===== src/rtl/gamepad_reader.sv =====
// Serial gamepad initiator: latches two pads sharing pad_latch/pad_clk and shifts in
// BUTTON_COUNT bits from each. A poll's result is published all at once on its last sample edge.
module gamepad_reader #(
   parameter int HALF_PERIOD  = 8,
   parameter int BUTTON_COUNT = 12,
   parameter bit ACTIVE_LOW   = 1'b0
) (
   input  logic                    clk,
   input  logic                    reset,
   input  logic                    start,
   input  logic [1:0]              pad_data,
   output logic                    pad_latch,
   output logic                    pad_clk,
   output logic [BUTTON_COUNT-1:0] p1_buttons,
   output logic [BUTTON_COUNT-1:0] p2_buttons,
   output logic                    valid,
   output logic                    busy
);

   localparam int PW = (HALF_PERIOD > 1) ? $clog2(2 * HALF_PERIOD) : 1;
   localparam int BW = $clog2(BUTTON_COUNT);

   localparam logic [PW-1:0] LATCH_LOAD = PW'(2 * HALF_PERIOD - 1);
   localparam logic [PW-1:0] HALF_LOAD  = PW'(HALF_PERIOD - 1);
   localparam logic [BW-1:0] LAST_BIT   = BW'(BUTTON_COUNT - 1);

   typedef enum logic [2:0] {
      IDLE,
      LATCH,
      SETTLE,
      CLK_HIGH,
      CLK_LOW
   } state_t;

   state_t                  state;
   logic [PW-1:0]           phase_cnt;
   logic [BW-1:0]           bit_cnt;
   logic [BUTTON_COUNT-1:0] p1_shift;
   logic [BUTTON_COUNT-1:0] p2_shift;
   logic [1:0]              sample_bits;

   // Polarity is fixed at elaboration, so inversion is a constant XOR on the inputs.
   assign sample_bits = pad_data ^ {2{ACTIVE_LOW}};

   // NOTE: every register here, including the shift registers, is cleared by reset so an
   // aborted poll leaves no partial word that could later leak into the outputs.
   always_ff @(posedge clk or posedge reset) begin
      if (reset) begin
         state      <= IDLE;
         phase_cnt  <= '0;
         bit_cnt    <= '0;
         p1_shift   <= '0;
         p2_shift   <= '0;
         p1_buttons <= '0;
         p2_buttons <= '0;
         pad_latch  <= 1'b0;
         pad_clk    <= 1'b0;
         valid      <= 1'b0;
         busy       <= 1'b0;
      end else begin
         // NOTE: non-blocking assignments throughout, so every branch reads the
         // pre-edge values of the registers it updates.
         valid <= 1'b0;
         case (state)
            IDLE: begin
               if (start) begin
                  state     <= LATCH;
                  pad_latch <= 1'b1;
                  busy      <= 1'b1;
                  phase_cnt <= LATCH_LOAD;
               end
            end

            LATCH: begin
               if (phase_cnt == '0) begin
                  pad_latch <= 1'b0;
                  state     <= SETTLE;
                  phase_cnt <= HALF_LOAD;
               end else begin
                  phase_cnt <= phase_cnt - PW'(1);
               end
            end

            SETTLE: begin
               if (phase_cnt == '0) begin
                  // Bit 0 is presented by the pads as soon as they are latched.
                  p1_shift  <= {sample_bits[0], p1_shift[BUTTON_COUNT-1:1]};
                  p2_shift  <= {sample_bits[1], p2_shift[BUTTON_COUNT-1:1]};
                  bit_cnt   <= BW'(1);
                  pad_clk   <= 1'b1;
                  state     <= CLK_HIGH;
                  phase_cnt <= HALF_LOAD;
               end else begin
                  phase_cnt <= phase_cnt - PW'(1);
               end
            end

            CLK_HIGH: begin
               if (phase_cnt == '0) begin
                  pad_clk   <= 1'b0;
                  state     <= CLK_LOW;
                  phase_cnt <= HALF_LOAD;
               end else begin
                  phase_cnt <= phase_cnt - PW'(1);
               end
            end

            CLK_LOW: begin
               if (phase_cnt == '0) begin
                  p1_shift <= {sample_bits[0], p1_shift[BUTTON_COUNT-1:1]};
                  p2_shift <= {sample_bits[1], p2_shift[BUTTON_COUNT-1:1]};
                  if (bit_cnt == LAST_BIT) begin
                     // Publish includes the bit sampled on this very edge.
                     p1_buttons <= {sample_bits[0], p1_shift[BUTTON_COUNT-1:1]};
                     p2_buttons <= {sample_bits[1], p2_shift[BUTTON_COUNT-1:1]};
                     valid      <= 1'b1;
                     busy       <= 1'b0;
                     bit_cnt    <= '0;
                     state      <= IDLE;
                  end else begin
                     bit_cnt   <= bit_cnt + BW'(1);
                     pad_clk   <= 1'b1;
                     state     <= CLK_HIGH;
                     phase_cnt <= HALF_LOAD;
                  end
               end else begin
                  phase_cnt <= phase_cnt - PW'(1);
               end
            end

            default: state <= IDLE;
         endcase
      end
   end

endmodule


===== config.mk =====
export PLATFORM = sky130hd
export DESIGN_NAME = gamepad_reader
export DESIGN_NICKNAME = d
export VERILOG_FILES = /design/src/rtl/gamepad_reader.sv
export SDC_FILE = /design/constraint.sdc
export NUM_CORES = 1
export LEC_CHECK = 0
export BUFFER_PORTS_ARGS = -buffer_cell sky130_fd_sc_hd__buf_2
export CAP_MARGIN = 20
export CORE_MARGIN = 5
export CORE_UTILIZATION = 51
export DETAILED_ROUTE_END_ITERATION = 10
export PLACE_DENSITY = 0.76
export SLEW_MARGIN = 20
export SYNTH_ARGS = -nofsm -noshare
export SYNTH_HDL_FRONTEND = slang
export SYNTH_SLANG_ARGS = --single-unit
export TNS_END_PERCENT = 100

===== constraint.sdc =====
create_clock -name clk -period 1.95 [get_ports clk]
set_clock_uncertainty 0.05 [all_clocks]
set_input_delay 0.39 -clock clk [delete_from_list [all_inputs] [get_ports clk]]
set_output_delay 0.39 -clock clk [all_outputs]
set_load 0.05 [all_outputs]

Word-level counts from Yosys, hierarchy flattened
Index checks and enable logic that the tools add are counted.

word-level totals
  register bits = 63
  latch bits = 0
  bits in writable memories = 0
  ROM bits = 0
  input bits = 5
  output and inout port bits = 28
  word-level logic and storage cells = 72
  memories = 0

operators by class
  add/subtract/negate cells = 2
  $mul = 0
  div/mod/pow operators = 0
  order comparisons = 0
  eq/ne operators = 13
  shifts and indexed selects = 0
  multiplexer cells = 29
  bitwise operators = 0
  reduce and logical (&&, ||, !) cells = 17

operators by type and width
  operator               count
  $mux W4                7
  $mux W3                5
  $pmux W3 S5            1
  $ne A2 B2 Y1 const B   7
  $pmux W4 S3            1
  $reduce_and A3 Y1      4
  $mux W1                10
  $reduce_and A5 Y1      2
  $pmux W4 S2            1
  $eq A3 B2 Y1 const B   2
  $reduce_bool A2 Y1     3
  $reduce_bool A3 Y1     2
  $add A4 B1 Y4 const B  1
  $eq A4 B4 Y1 const B   1
  $logic_not A4 Y1       1
  $pmux W1 S2            2
  $reduce_and A4 Y1      1
  $sub A4 B1 Y4 const B  1
  $eq A3 B1 Y1 const B   1
  $eq A3 B3 Y1 const B   1
  $logic_not A3 Y1       1
  $ne A3 B3 Y1 const B   1
  $pmux W1 S3            1
  $reduce_or A3 Y1       1
  3 further kinds        3

Logic depth before layout (Yosys ltp)
  word-level depth = 4
  depth in mapped cells = 9

Worst setup path before layout
Ideal clock, no wire load.

  path kind = reg-to-reg
  start = register phase_cnt[0]
  end = register p1_shift[10]
  setup time = 0.117 ns
  data arrival time = 1.909 ns
  slack = -0.125 ns
  stages on the path, launching flop included = 10
  path through = dfrtp_1 -> inv_1 -> ha_1 -> or3b_1 -> buf_2 -> or3_1 -> buf_2 -> clkbuf_1 -> nand2_1 -> nand2_1

between the ends
  longest elaborated chain between the ends = 2

ends and longest elaborated chain
  element                             line     RTL
  from (decl)                         36       logic [PW-1:0] phase_cnt;
  from (signal assigned)              80       phase_cnt <= phase_cnt - PW'(1);
  from (signal assigned)              94       phase_cnt <= phase_cnt - PW'(1);
  from (signal assigned)              104      phase_cnt <= phase_cnt - PW'(1);
  $logic_not A4 Y1                    85, 109
  $reduce_and A2 Y1 (no source line)  n/a
  to (signal assigned)                87       p1_shift <= {sample_bits[0], p1_shift[BUTTON_COUNT-1:1]};
  to (signal assigned)                110      p1_shift <= {sample_bits[0], p1_shift[BUTTON_COUNT-1:1]};
  to (decl)                           38       logic [BUTTON_COUNT-1:0] p1_shift;

Every way passes these cells.
A chain may end at the register's enable or synchronous reset.

Final worst setup path
  start = register phase_cnt[0]
  end = register p2_buttons[9]

between the ends
  longest elaborated chain between the ends = 2

ends and longest elaborated chain
  element                             line  RTL
  $logic_not A4 Y1                    109   if (phase_cnt == '0) begin
  $reduce_and A3 Y1 (no source line)  n/a
  to (signal assigned)                115   p2_buttons <= {sample_bits[1], p2_shift[BUTTON_COUNT-1:1]};
  to (decl)                           15    output logic [BUTTON_COUNT-1:0] p2_buttons,

Every way passes these cells.

==> results.py <==
metrics = {
    "status": {
        "status": "finished, violations left",
        "violations": "setup timing",
    },
    "synth": {
        "ys_top_cells_by_area": "dfrtp_1 60%, nand2_1 11%, mux2_2 8.9%",
        "ys_seq_area_share_pct": 60.4,
        "syn_nets": 237,
        "synth_xor_area_share_pct": 1.39,
        "synth_top_cell_by_area": "dfrtp_1",
        "synth-compound-area-share_pct": 7.13,
        "yosys-top-cells-count": "71 x nand2_1, 61 x dfrtp_1, 20 x mux2_2",
        "syn_avg_cell_area_sq_um": 11.0,
        "ys_ff_latch": 61,
        "synthCells": 230,
        "synth.most_common_cell": "nand2_1",
        "synth-edff-count": 0,
        "synth_top_family_by_area": "simple AND/OR/NAND/NOR gates",
        "async_reset_ff_share_pct": 100,
        "synthAdderAreaFrac_pct": 0.991,
        "synthSimpleGateAreaFrac_pct": 16.3,
        "synthDominantCellAreaShare_pct": 60.4,
        "synthMuxAreaShare_pct": 10.7,
        "synth_area_sq_mm": 0.00253,
        "synth-main-ff-cell": "dfrtp_1",
        "yosysWarnings": 0,
        "synth_cell_types": 35,
    },
    "sta": {
        "finalSetupTns_ps": -89.4,
        "fin_crit_sh_pct": 101,
        "fmax_mhz": 507,
        "setup_ws_ps": -23.5,
        "drv_slew": 0,
        "grt_setup_unrepaired": "true",
        "fin_worst_hold_slack_ps": 12.4,
        "timing.final.crit_period_ps": 1970,
        "slew-limit-headroom_pct": 70.4,
        "hold_viol": 0,
        "setup_violations": 6,
        "worst_slew_pin_slew_ps": 443,
    },
    "placed_design": {
        "post_dp_cell_area_sq_mm": 0.00291,
        "gp_congestion": 0.786,
        "dp_cells": 334,
        "numPortBuffers": 32,
        "hpwlAfterDp_mm": 3.20,
    },
    "setup_path": {
        "crit_chain": "inv_1 -> ha_2 -> or3b_4 -> buf_6 -> nor2_4 -> buf_12 -> nand2_8 -> mux2_4",
        "slowest_stage": "or3b_4",
        "cp_num_buf_inv": 3,
        "startpoint_type": "register",
        "crit_family": "simple AND/OR/NAND/NOR gates",
        "cp_data_arrival_time_ps": 2140,
        "worstPathRequired_ps": 2120,
        "worstSetupPathType": "register to register",
        "worst_setup_path_end_kind": "register",
        "slowest_delay_ps": 400,
        "worstPathMaxFanout": 7,
    },
    "final_layout": {
        "drive_above_1_share_pct": 39.0,
        "seq_area_sq_mm": 0.00153,
        "antennaDiodeCount": 0,
        "areaGrowthSynthToFinish_pct": 30.5,
        "fin_area_sq_mm": 0.00330,
        "final_nets": 292,
        "multiInputGateArea_sq_mm": 0.00105,
        "instances_no_fill": 357,
        "fillers": 361,
    },
    "die": {
        "die_h_microns": 80.4,
        "dieArea_sq_mm": 0.00646,
        "io_pins": 33,
        "initial_core_util_pct": 53.1,
        "die_x_microns": 80.4,
        "coreArea_sq_mm": 0.00475,
        "row_count": 25,
    },
    "grt": {
        "grt_start_max_net_pins": 29,
        "antenna_found_initial": 0,
        "overflow": 0,
        "track_usage_pct": 17.8,
        "grt_pass1_wl_mm": 8.70,
        "grt_pass1_vias": 1864,
    },
    "min_path": {
        "hp-class": "primary input to asynchronous set/reset pin",
    },
    "cts": {
        "cts_htree_levels": 3,
        "root_buffer": "clkbuf_8",
        "insertion_delay_ps": 330,
        "clk_pin_slew_worst_paths_ps": 70,
        "cts_tree": "done",
        "cts_buffer_depth": 2,
        "cts_hold_buf": 0,
        "cts_buffers": 9,
        "cts.sinks": 61,
    },
    "route": {
        "drt_iter0_markers": 127,
        "drc": 0,
        "firstDrtPassIters": 4,
        "vias": 1867,
        "wl_mm": 5.41,
        "drt-wirelength-per-cell_microns": 15.1,
        "viasPerCell": 5.23,
        "antenna_left": 0,
    },
    "power": {
        "report.power.total_mw": 3.40,
        "ir_drop_mv": 0.684,
        "powerDensity_mw_per_mm2": 1030,
        "p_leak_nw": 1.75,
    },
    "flow_run": {
        "drv_cap": 0,
    },
}
==> where the power goes <==
| part | switching (mW) | internal, mW |
|---|---|---|
| sequential | 0.0806 | 1.38 |
| clock | 0.495 | 0.849 |
| combinational | 0.350 | 0.250 |
==> registers in the layout, summed over array words and instances, names as in the netlist <==
name / cells
pad_latch: 1
p1_shift: 11
p1_buttons: 12
p2_buttons: 12
p2_shift: 11
pad_clk: 1
valid: 1
phase_cnt: 4
bit_cnt: 4
busy: 1
state: 3
==> kinds of logic (layout without fill, tap and decap cells) <==
| kind of cell | count (synthesis) | count (layout) |
|---|---|---|
| buf+inv | 18 | 76 |
| compound gates | 25 | 25 |
| mux | 24 | 24 |
| simple gates | 96 | 98 |
| xor+xnor | 4 | 4 |
| flops | 61 | 61 |
| fa+ha+maj | 2 | 2 |
==> through the flow <==
step / util [%] / worst slack [ps]
after global placement: 61.2 / -28.9
after CTS: 68.1 / -21.9
after detailed placement: 61.2 / -78.4
after global routing: 69.3 / -64.8
after floorplan: - / -18.3
final: 69.3 / -23.5
==> cells in the final DEF (no fill, tap or decap), drive strengths merged, types with 3 or more instances in the layout <==
cell	count
buf	55
bufinv	3
clkbuf	10
dfrtp	61
inv	4
mux2	24
nand2	74
nor2	7
nor3	4
o21ai	7
o41ai	3
xnor2	3
==> timing repair <==
item                       in CTS  in global routing
cloned                          1                  2
buffers inserted                2                  4
gates resized for setup        14                  9
pin swaps                       2                  4
setup endpoints to repair      49                 52
==> layout make-up <==
type                       count  share of cell area (%)
clock buffer                  10                    3.87
clock inverter                 6                    3.38
inverter                       5                   0.683
multi-input combinational    153                    31.9
sequential                    61                    46.3
tap                           67                    2.54
timing repair buffer          55                    11.3
==> final timing paths <==
| kind | from | end | depth (start not counted) | slack (ps) |
|---|---|---|---|---|
| max | phase_cnt[0]$_DFFE_PP0P_ | p2_buttons[9]$_DFFE_PP0P_ | 8 | -20 |
| min | reset | bit_cnt[3]$_DFFE_PP0P_ | 2 | 10 |
| max reg2reg | phase_cnt[0]$_DFFE_PP0P_ | p2_buttons[9]$_DFFE_PP0P_ | 8 | -20 |
| min reg2reg | p2_shift[1]$_DFFE_PP0P_ | p2_shift[1]$_DFFE_PP0P_ | 2 | 440 |
| max in group asynchronous | reset | p2_buttons[0]$_DFFE_PP0P_ | 3 | 1300 |
| min in group clk | pad_data[1] | p2_shift[11]$_DFFE_PP0P_ | 3 | 250 |
==> metal layers <==
metal / GRT usage [%] / wire length (microns)
met1: 21.7 / 2410
met2: 29.9 / 2710
met3: 4.71 / 208
met4: 7.09 / 77
met5: 0 / 0
Power figures use the tool's default switching activity.
